--- config.mk ---
export PLATFORM = sky130hd
export DESIGN_NAME = psram_stream_sequencer
export DESIGN_NICKNAME = d
export VERILOG_FILES = /design/src/rtl/psram_stream_sequencer.sv
export SDC_FILE = /design/constraint.sdc
export NUM_CORES = 1
export LEC_CHECK = 0
export CELL_PAD_IN_SITES_DETAIL_PLACEMENT = 1
export CELL_PAD_IN_SITES_GLOBAL_PLACEMENT = 1
export CORE_MARGIN = 3
export CORE_UTILIZATION = 47
export CTS_CLUSTER_SIZE = 10
export DETAILED_ROUTE_END_ITERATION = 10
export PLACE_DENSITY_LB_ADDON = 0.1
export SYNTH_ARGS = -nofsm -noshare
export SYNTH_HDL_FRONTEND = slang
export SYNTH_SLANG_ARGS = --single-unit
--- constraint.sdc ---
create_clock -name mem_clk -period 8.95 [get_ports mem_clk]
set_input_delay 0.895 -clock mem_clk [delete_from_list [all_inputs] [get_ports mem_clk]]
set_output_delay 0.895 -clock mem_clk [all_outputs]
set_load 0.005 [all_outputs]
--- src/rtl/psram_stream_sequencer.sv ---
// Upstream sequencer for a QPI PSRAM controller: buffers 16-bit samples in a FIFO,
// writes them to auto-incrementing addresses and serves single-word host reads.
module psram_stream_sequencer #(
    parameter int          FIFO_DEPTH = 8,
    parameter logic [23:0] BASE_ADDR  = 24'h000000,
    parameter logic [23:0] END_ADDR   = 24'h7FFFFE,
    parameter int          ADDR_STEP  = 2,
    parameter int          TIMEOUT    = 64,
    parameter int          GAP_CYCLES = 2
) (
    input  logic        mem_clk,
    input  logic        rst_n,
    input  logic        psram_ready,
    input  logic        clear,
    input  logic        s_valid,
    input  logic [15:0] s_data,
    output logic        s_ready,
    input  logic        rd_req,
    input  logic [23:0] rd_addr,
    output logic        rd_valid,
    output logic [15:0] rd_data,
    output logic [23:0] address,
    output logic        read_sw,
    output logic        write_sw,
    output logic [15:0] data_in,
    input  logic        xfer_done,
    input  logic [15:0] data_out,
    output logic [23:0] wr_addr,
    output logic [6:0]  fifo_level,
    output logic        overflow,
    output logic        timeout_err
);
    localparam int PW = $clog2(FIFO_DEPTH);

    typedef enum logic [1:0] {IDLE, WRITE, READ, GAP} state_t;

    state_t        state_q, state_d;
    logic [15:0]   cnt_q, cnt_d;
    logic [23:0]   address_q, address_d;
    logic          read_sw_q, read_sw_d;
    logic          write_sw_q, write_sw_d;
    logic [15:0]   data_in_q, data_in_d;
    logic          rd_valid_q, rd_valid_d;
    logic [15:0]   rd_data_q, rd_data_d;
    logic [23:0]   wr_addr_q, wr_addr_d;
    logic          overflow_q, overflow_d;
    logic          timeout_err_q, timeout_err_d;
    logic          clr_pend_q, clr_pend_d;
    logic [PW-1:0] wr_ptr_q, wr_ptr_d;
    logic [PW-1:0] rd_ptr_q, rd_ptr_d;
    logic [6:0]    level_q, level_d;
    logic [15:0]   mem_q [FIFO_DEPTH];

    logic          fifo_full, fifo_empty, push, pop;
    logic [23:0]   wr_addr_next;

    assign fifo_full    = (level_q == 7'(FIFO_DEPTH));
    assign fifo_empty   = (level_q == 7'd0);
    assign s_ready      = !fifo_full;
    assign push         = s_valid && s_ready;
    assign wr_addr_next = (wr_addr_q == END_ADDR) ? BASE_ADDR : wr_addr_q + 24'(ADDR_STEP);

    always_comb begin
        state_d       = state_q;
        cnt_d         = cnt_q;
        address_d     = address_q;
        read_sw_d     = read_sw_q;
        write_sw_d    = write_sw_q;
        data_in_d     = data_in_q;
        rd_valid_d    = 1'b0;
        rd_data_d     = rd_data_q;
        wr_addr_d     = wr_addr_q;
        overflow_d    = overflow_q || (s_valid && !s_ready);
        timeout_err_d = timeout_err_q;
        clr_pend_d    = clr_pend_q;
        pop           = 1'b0;

        case (state_q)
            IDLE: begin
                if (psram_ready) begin
                    // A full FIFO outranks a pending read so samples are not lost.
                    if (rd_req && !fifo_full) begin
                        address_d = rd_addr;
                        read_sw_d = 1'b1;
                        cnt_d     = 16'd0;
                        state_d   = READ;
                    end else if (!fifo_empty) begin
                        pop        = 1'b1;
                        address_d  = wr_addr_q;
                        data_in_d  = mem_q[rd_ptr_q];
                        write_sw_d = 1'b1;
                        clr_pend_d = 1'b0;
                        cnt_d      = 16'd0;
                        state_d    = WRITE;
                    end
                end
            end
            WRITE: begin
                if (clear) clr_pend_d = 1'b1;
                if (xfer_done) begin
                    write_sw_d = 1'b0;
                    if (!clr_pend_q) wr_addr_d = wr_addr_next;
                    cnt_d      = 16'd0;
                    state_d    = GAP;
                end else if (cnt_q == 16'(TIMEOUT - 1)) begin
                    write_sw_d    = 1'b0;
                    timeout_err_d = 1'b1;
                    cnt_d         = 16'd0;
                    state_d       = GAP;
                end else begin
                    cnt_d = cnt_q + 16'd1;
                end
            end
            READ: begin
                if (xfer_done) begin
                    read_sw_d  = 1'b0;
                    rd_valid_d = 1'b1;
                    rd_data_d  = data_out;
                    cnt_d      = 16'd0;
                    state_d    = GAP;
                end else if (cnt_q == 16'(TIMEOUT - 1)) begin
                    read_sw_d     = 1'b0;
                    timeout_err_d = 1'b1;
                    cnt_d         = 16'd0;
                    state_d       = GAP;
                end else begin
                    cnt_d = cnt_q + 16'd1;
                end
            end
            default: begin
                if (cnt_q >= 16'(GAP_CYCLES - 1)) begin
                    cnt_d   = 16'd0;
                    state_d = IDLE;
                end else begin
                    cnt_d = cnt_q + 16'd1;
                end
            end
        endcase

        if (clear) begin
            wr_addr_d     = BASE_ADDR;
            overflow_d    = 1'b0;
            timeout_err_d = 1'b0;
        end

        wr_ptr_d = push ? wr_ptr_q + PW'(1) : wr_ptr_q;
        rd_ptr_d = pop  ? rd_ptr_q + PW'(1) : rd_ptr_q;
        case ({push, pop})
            2'b10:   level_d = level_q + 7'd1;
            2'b01:   level_d = level_q - 7'd1;
            default: level_d = level_q;
        endcase
    end

    always_ff @(posedge mem_clk) begin
        if (!rst_n) begin
            state_q       <= IDLE;
            cnt_q         <= 16'd0;
            address_q     <= 24'd0;
            read_sw_q     <= 1'b0;
            write_sw_q    <= 1'b0;
            data_in_q     <= 16'd0;
            rd_valid_q    <= 1'b0;
            rd_data_q     <= 16'd0;
            wr_addr_q     <= BASE_ADDR;
            overflow_q    <= 1'b0;
            timeout_err_q <= 1'b0;
            clr_pend_q    <= 1'b0;
            wr_ptr_q      <= '0;
            rd_ptr_q      <= '0;
            level_q       <= 7'd0;
        end else begin
            state_q       <= state_d;
            cnt_q         <= cnt_d;
            address_q     <= address_d;
            read_sw_q     <= read_sw_d;
            write_sw_q    <= write_sw_d;
            data_in_q     <= data_in_d;
            rd_valid_q    <= rd_valid_d;
            rd_data_q     <= rd_data_d;
            wr_addr_q     <= wr_addr_d;
            overflow_q    <= overflow_d;
            timeout_err_q <= timeout_err_d;
            clr_pend_q    <= clr_pend_d;
            wr_ptr_q      <= wr_ptr_d;
            rd_ptr_q      <= rd_ptr_d;
            level_q       <= level_d;
        end
    end

    // Storage needs no reset; the pointers define what is valid.
    always_ff @(posedge mem_clk) begin
        if (push) mem_q[wr_ptr_q] <= s_data;
    end

    assign address     = address_q;
    assign read_sw     = read_sw_q;
    assign write_sw    = write_sw_q;
    assign data_in     = data_in_q;
    assign rd_valid    = rd_valid_q;
    assign rd_data     = rd_data_q;
    assign wr_addr     = wr_addr_q;
    assign fifo_level  = level_q;
    assign overflow    = overflow_q;
    assign timeout_err = timeout_err_q;
endmodule
==> key figures, run 1 <==
Die
  – Starting density of the core: about half
  – Die Wd: approximately 150 um
  – Num rows: 53
  – Die area: ~23000 sq um
  – Core Region: 21150 sq um
  – Die height: 153.2 um
  – Io pins: ~160

GRT
  – Initial antenna violation count: 0
  – All-Layer GR Usage: between 20% and 30%
  – Vias in the first global route: 7486
  – Largest net degree at the start of global routing: just under 90
  – Grt total ovfl: 0
  – Global-route wire length before repair: between 40000 and 50000 um

Placement
  – Post-Place Setup Slack: approximately 4.5 ns
  – GPL Wtd Cong: just over 0.8
  – Post-DP HPWL: 16870 um
  – DP Area: between 10000 and 15000 sq um
  – I/O Buffers: ~150
  – Placed cells: around 1200

Timing
  – Slew Limit Headroom: between 10% and 20%
  – Setup ws final: between 4 and 5 ns
  – Part of the cycle the worst path needs: 47.95%
  – Minimum clock period: 4.292 ns
  – Final hold slack: 0.4607 ns
  – Worst-Margin Slew: roughly 1.2 ns
  – Max Fclk: 0.2330 GHz
  – Sum of negative setup slack: 0 ns
  – Max-slew violations: 0
  – Fin. Hold Viols: 0
  – RSZ-0062 raised after global routing: false
  – Clock skew: between 0.04 and 0.05 ns
  – Final Setup Violations: 0

Synth
  – EDFF count, synth: around 130
  – Avg Inst Size Synth: 12.80 sq um
  – Syn nets: between 800 and 900
  – FFs w/ async S/R, synth: 0%
  – Largest family of logic cells by synthesized area: multiplexers
  – Post-Syn Area: about 10000 sq um
  – FF+latch count, synth: about 240
  – Sequential share of the synthesized area: between 60% and 70%
  – Synth Area in XOR/XNOR: under 10%
  – Post-synth cell types: 57
  – Post-Synth Adder-Cell Area: 2.161%
  – Ys Warns: 0
  – Proportion of synthesized area in mux cells: a little under an eighth
  – Post-Syn Instances: a little under 800
  – Dominant synthesized flop cell: edfxtp_1
  – Synth Area in Compound Gates: a little under a tenth
  – Simple-gate share of the synthesized area: between 10% and 20%

Run status
  – Status: finished clean

CTS
  – Cts hold-fix bufs: 0
  – Post-CTS setup buffers: 0
  – CTS sink count: 244
  – Reg clk slew, reported paths: approximately 0.050 ns
  – Clk_lat worst skew: between 0.5 and 0.6 ns
  – Clock Path Buffers: 3
  – Inserted Clock Buffers: 28
  – Post-cts gate resize count: 0
  – CTS tree: yes
  – Root buf cell: clkbuf_16
  – H-tree lvl count: 1

Cells and area
  – Nets: a little over 1000
  – Fill cell count: between 2000 and 2500
  – Fin cells: ~1200
  – Finished Cell Area: 12780 sq um
  – Multi-input gate area: approximately 3800 sq um
  – Area grow syn2layout: 25.48%
  – Share of layout cells above drive strength 1: under 10%
  – N_diodes: 0
  – Storage cell area: about 6200 sq um

Worst hold path
  – Hold Crit Class: reg -> reg
  – Hold path startpoint: rd_data[5]

Critical path
  – Crit. End Element: flop
  – Reg2Reg Depth: 10
  – Crit-path cells: nor4_1 > and3_1 > o211a_2 > ha_1 > ha_1 > nor2b_1 > o31a_1 > or4_1 > nand3_1 > mux2i_1
  – Critical Path RT: ~9.4 ns
  – Critical path endpoint: fifo_level[6]
  – Worst Path Arrival: around 4.7 ns
  – R2r setup slk: about 4.7 ns
  – Setup CP Type: reg -> reg
  – Startpoint Class: flop
  – Slowest CP cell: o211a_2
  – R2R Path End: fifo_level[6]
  – CP dominant cell by count: ha_1
  – FF-to-FF Start: fifo_level[0]
  – Crit. Startpoint: fifo_level[0]
  – Worst path max stage delay: 0.83 ns
  – Critical path peak fanout: 39

Power and ir drop
  – P per Cell Area: about 240 nW/um^2
  – Leak: around 4.4 nW
  – Peak VDD IR: between 0.15 and 0.2 mV

Detailed routing
  – Antenna Violating Nets Remaining: 0
  – Drt pass-1 iters: 4
  – DRT iter0 DRCs: roughly 340
  – Met3 wire len: ~1000 um
  – Met2 WL: about 13000 um
  – Highest Signal Layer: met4
  – Met1 WL: between 10000 and 15000 um
  – Via count: roughly 6900
  – Routed wire length: about 26000 um
  – Routed wire length per instance: 20.91 um
  – Vias per inst: roughly 5.6
  – DRC violations left: 0

Run
  – Max-cap viol count: 0
cells by family after synthesis:
logic type,Yosys count
AO/OA/AOI/OAI,138
XOR/XNOR,40
adder cells (fa/ha/maj),17
buffers and inverters,62
flip-flops,244
multiplexers,77
other,1
AND/OR/NAND/NOR,217
cell usage in the layout, fill, tap and decap left out, drive strengths merged, types with 27 or more instances in the layout:
master | synthesis | routed
dfxtp | 116 | 116
o21ai | 36 | 36
mux2i | 45 | 45
a21oi | 37 | 37
nor2 | 50 | 50
mux4 | 32 | 32
nand2 | 78 | 78
edfxtp | 128 | 128
clkdlybuf4s50 | 0 | 153
clkbuf | 24 | 46
nand3 | 27 | 27
where the power goes:
group	total (W)	internal (W)	switching, W
Sequential	0.00135	0.00128	0.0000698
Combinational	0.000664	0.000335	0.000329
Clock	0.00100	0.000582	0.000423
metal layers:
| metal | up-vias | global-route usage, % |
|---|---|---|
| met5 | - | 0 |
| met4 | 0 | 4.667 |
| met3 | 38 | 3.596 |
| met2 | 155 | 39.26 |
| met1 | 3521 | 26.86 |
| li1 | 3232 | - |
Yosys cell counts (5+ instances only):
cell,n,area share (%)
edfxtp_1,128,38
dfxtp_1,116,23
nand2_1,78,2.9
nor2_1,49,1.8
mux2i_1,45,4.4
a21oi_1,37,1.8
mux4_2,32,7.1
nand3_1,25,1.2
clkbuf_1,24,0.88
o21ai_0,21,1.0
xnor2_1,20,1.7
xor2_1,20,1.7
inv_1,18,0.66
ha_1,16,2.0
o211a_1,16,1.6
o21ai_1,14,0.69
a21boi_1,11,0.81
buf_2,10,0.49
a2111oi_0,8,0.69
buf_4,8,0.59
nand2b_1,8,0.49
a21boi_0,7,0.52
and2_1,7,0.43
and3_1,7,0.43
nand4_1,7,0.43
nor3_1,7,0.34
nor4_1,6,0.37
and4_1,5,0.43
through the flow:
stage                     power (W)  utilization (%)
after floorplan            0.001743                -
final                      0.003023            60.44
after CTS                  0.003061            60.44
after global placement     0.002010            56.64
after global routing       0.003175            60.44
after detailed placement   0.002043            56.64
critical path, delay by kind of cell, from the launching register on:
family,cells,cell delay [ns]
AO/OA/AOI/OAI,2,1.10
adder cells (fa/ha/maj),2,0.80
flip-flops,1,0.36
multiplexers,1,0.17
AND/OR/NAND/NOR,5,1.78
layout make-up:
| cell class | instances | share of cell area [%] |
|---|---|---|
| repair buffers | 160 | 12.37 |
| clock inverters | 2 | 0.2740 |
| multi-input cells | 490 | 29.85 |
| flip-flops and latches | 244 | 48.25 |
| clock buffers | 46 | 6.009 |
| well taps | 275 | 2.691 |
| inverters | 19 | 0.5578 |
worst min path at each step:
stage	end	depth (start not counted)
floorplan	rd_data[0]	2
global placement	rd_data[4]	2
detailed placement	rd_data[7]	2
CTS	rd_data[5]	2
global route	rd_data[5]	2
finish	rd_data[5]	2
flip-flops by register name, summed over array words and instances (netlist names), 3 cells and up:
signal,cells
mem_q,128
wr_addr,23
address,24
rd_ptr_q,3
cnt_q,16
data_in,16
wr_ptr_q,3
fifo_level,7
rd_data,16
No activity file was read; power rests on OpenSTA's default activity.
==> run 2, diff against run 1 <==
Settings changed: CORE_UTILIZATION 47 to 39.
Clock period 8.95 ns to 3.6 ns, I/O delays scaled along.
==> key figures, run 2 (synthesis gave the netlist of run 1 again) <==
Die
  – Starting density of the core: approximately 40%
  – Die Wd: between 150 and 200 um
  – Core Region: approximately 25000 sq um
  – Die height: ~170 um
  – Die area: between 20000 and 30000 sq um
  – Io pins: between 150 and 200
  – Num rows: 58

Cells and area
  – Finished Cell Area: ~13000 sq um
  – Share of layout cells above drive strength 1: about 11%
  – Most frequent cells in the layout: 153 x clkdlybuf4s50_1, 128 x edfxtp_1, 115 x dfxtp_1
  – Max reg flops: between 100 and 150
  – Most common cell after layout, fill and taps aside: clkdlybuf4s50_1
  – Largest Register: mem_q
  – Area grow syn2layout: 27.77%
  – Fill cell count: 2603
  – Final core occ: between 50% and 60%
  – Nets: around 1000

Worst hold path
  – Hold Path Depth: 2
  – Worst Hold Path EP: data_in[10]
  – Hold path startpoint: rst_n
  – Hold Crit Class: in -> reg

Timing
  – Slew Limit Headroom: a little under half
  – Part of the cycle the worst path needs: 91.98%
  – RSZ-0062 raised after global routing: false
  – Setup ws final: around 0.29 ns
  – Final Setup Violations: 0
  – Max-slew violations: 0
  – Minimum clock period: between 3 and 4 ns
  – Max Fclk: slightly above 0.3 GHz
  – Worst-Margin Slew: about 0.80 ns
  – Clock skew: about 0.011 ns
  – Sum of negative setup slack: 0 ns
  – Fin. Hold Viols: 0

Power and ir drop
  – Net Switching: roughly 0.0021 W
  – PnR Total Power: between 0.007 and 0.008 W
  – P per Cell Area: ~590 nW/um^2
  – Pint: 0.005597 W
  – Clock network power share: 34.4%
  – Leak: 4.556 nW
  – Switching share of power: ~27%
  – Sequential power share: approximately 44%
  – Comb pwr share: a little over a fifth
  – Peak VDD IR: around 0.35 mV

CTS
  – H-tree lvl count: 1
  – Reg clk slew, reported paths: ~0.05 ns
  – Post-cts gate resize count: 0
  – Root buf cell: clkbuf_16
  – CTS tree: yes
  – Inserted Clock Buffers: 29
  – Cts hold-fix bufs: 0
  – Clock Path Buffers: 3
  – Clk_lat worst skew: roughly 0.55 ns
  – CTS sink count: ~240
  – Post-CTS setup buffers: 0

GRT
  – Grt total ovfl: 0
  – Vias in the first global route: 7627
  – Initial antenna violation count: 0
  – Global-route wire length before repair: roughly 42000 um
  – Largest net degree at the start of global routing: 48
  – All-Layer GR Usage: a little under a fifth

Critical path
  – Critical path peak fanout: 8
  – R2R Path End: fifo_level[6]
  – Critical Path RT: ~4 ns
  – Crit. End Element: flop
  – FF-to-FF Start: fifo_level[0]
  – Crit. Startpoint: fifo_level[0]
  – R2r setup slk: 0.29 ns
  – Setup CP Type: reg -> reg
  – Worst Path Arrival: 3.79 ns
  – Startpoint Class: flop
  – Reg2Reg Depth: 12

Placement
  – Post-Place Setup Slack: 0.3083 ns
  – GPL Wtd Cong: a little under 0.8
  – DP Area: roughly 12000 sq um
  – I/O Buffers: around 150
  – Post-DP HPWL: roughly 18000 um

Detailed routing
  – Vias per inst: 5.316
  – Via count: between 6000 and 7000
  – Routed wire length per instance: 20.24 um
  – Routed wire length: 26550 um
  – Drt pass-1 iters: 4
  – DRT iter0 DRCs: 373
  – Antenna Violating Nets Remaining: 0
  – DRC violations left: 0

Run
  – Max-cap viol count: 0

Run status
  – Status: finished clean
==> run 2: changes by cell type in the layout (fill, tap and decap cells not counted), sizes merged <==
cell | previous run | this run
inv | 19 | 20
buf | 7 | 23
clkinv | 2 | 1
diode | 0 | 1
clkbuf | 46 | 50
==> run 2: area by class of cell <==
| class | count | area, sq um | share of cell area [%] |
|---|---|---|---|
| Timing Repair Buffer | 176 | 1702 | 13.07 |
| Inverter | 19 | 71.32 | 0.5479 |
| Clock buffer | 50 | 824.5 | 6.334 |
| Antenna cell | 1 | 2.502 | 0.01922 |
| Multi-Input combinational cell | 490 | 3809 | 29.26 |
| Clock inverter | 2 | 28.78 | 0.2211 |
| Sequential cell | 244 | 6167 | 47.38 |
| Tap cell | 330 | 412.9 | 3.172 |
==> run 2: worst max path at each step <==
stage	slack (ns)	depth (start not counted)	endpoint
floorplan	0.37	12	fifo_level[6]
global placement	0.38	11	fifo_level[6]
detailed placement	0.31	12	fifo_level[6]
CTS	0.28	12	fifo_level[6]
global route	0.08	12	fifo_level[6]
finish	0.29	12	fifo_level[6]
==> run 2: worst max-delay path, cell delays in order, from the launching register on <==
cell and delay [ns]:
dfxtp_1 0.37, nor4_1 0.37, buf_4 0.20, and3_1 0.24, inv_2 0.09, nand2_1 0.11
ha_1 0.37, ha_1 0.33, nor2b_1 0.15, o31a_1 0.27, or4_1 0.47, nand3_1 0.11
mux2i_1 0.17
==> run 2: routing by layer <==
| metal | GRT usage, % | wire [um] | vias up |
|---|---|---|---|
| li1 | - | - | 3274 |
| met1 | 23.47 | 11580 | 3539 |
| met2 | 33.71 | 13480 | 132 |
| met3 | 3.093 | 1048 | 29 |
| met4 | 3.557 | 439 | 0 |
| met5 | 0 | 0 | - |
==> run 2: metrics by stage <==
step / instances / hold WS, ns
detailed placement: 1259 / 0.4490
finish: 1312 / 0.3300
global route: 1311 / 0.3256
CTS: 1311 / 0.2980
global placement: 1259 / 0.4412
floorplan: 796 / 0.4514
==> run 2: power by group through the flow <==
| stage | Clock, W | Sequential (W) | Combinational, W |
|---|---|---|---|
| after CTS | 0.00272 | 0.00337 | 0.00171 |
| after detailed placement | 0 | 0.00343 | 0.00170 |
| after global routing | 0.00284 | 0.00341 | 0.00184 |
| after floorplan | 0 | 0.00339 | 0.000943 |
| after global placement | 0 | 0.00340 | 0.00164 |
| final | 0.00264 | 0.00337 | 0.00167 |
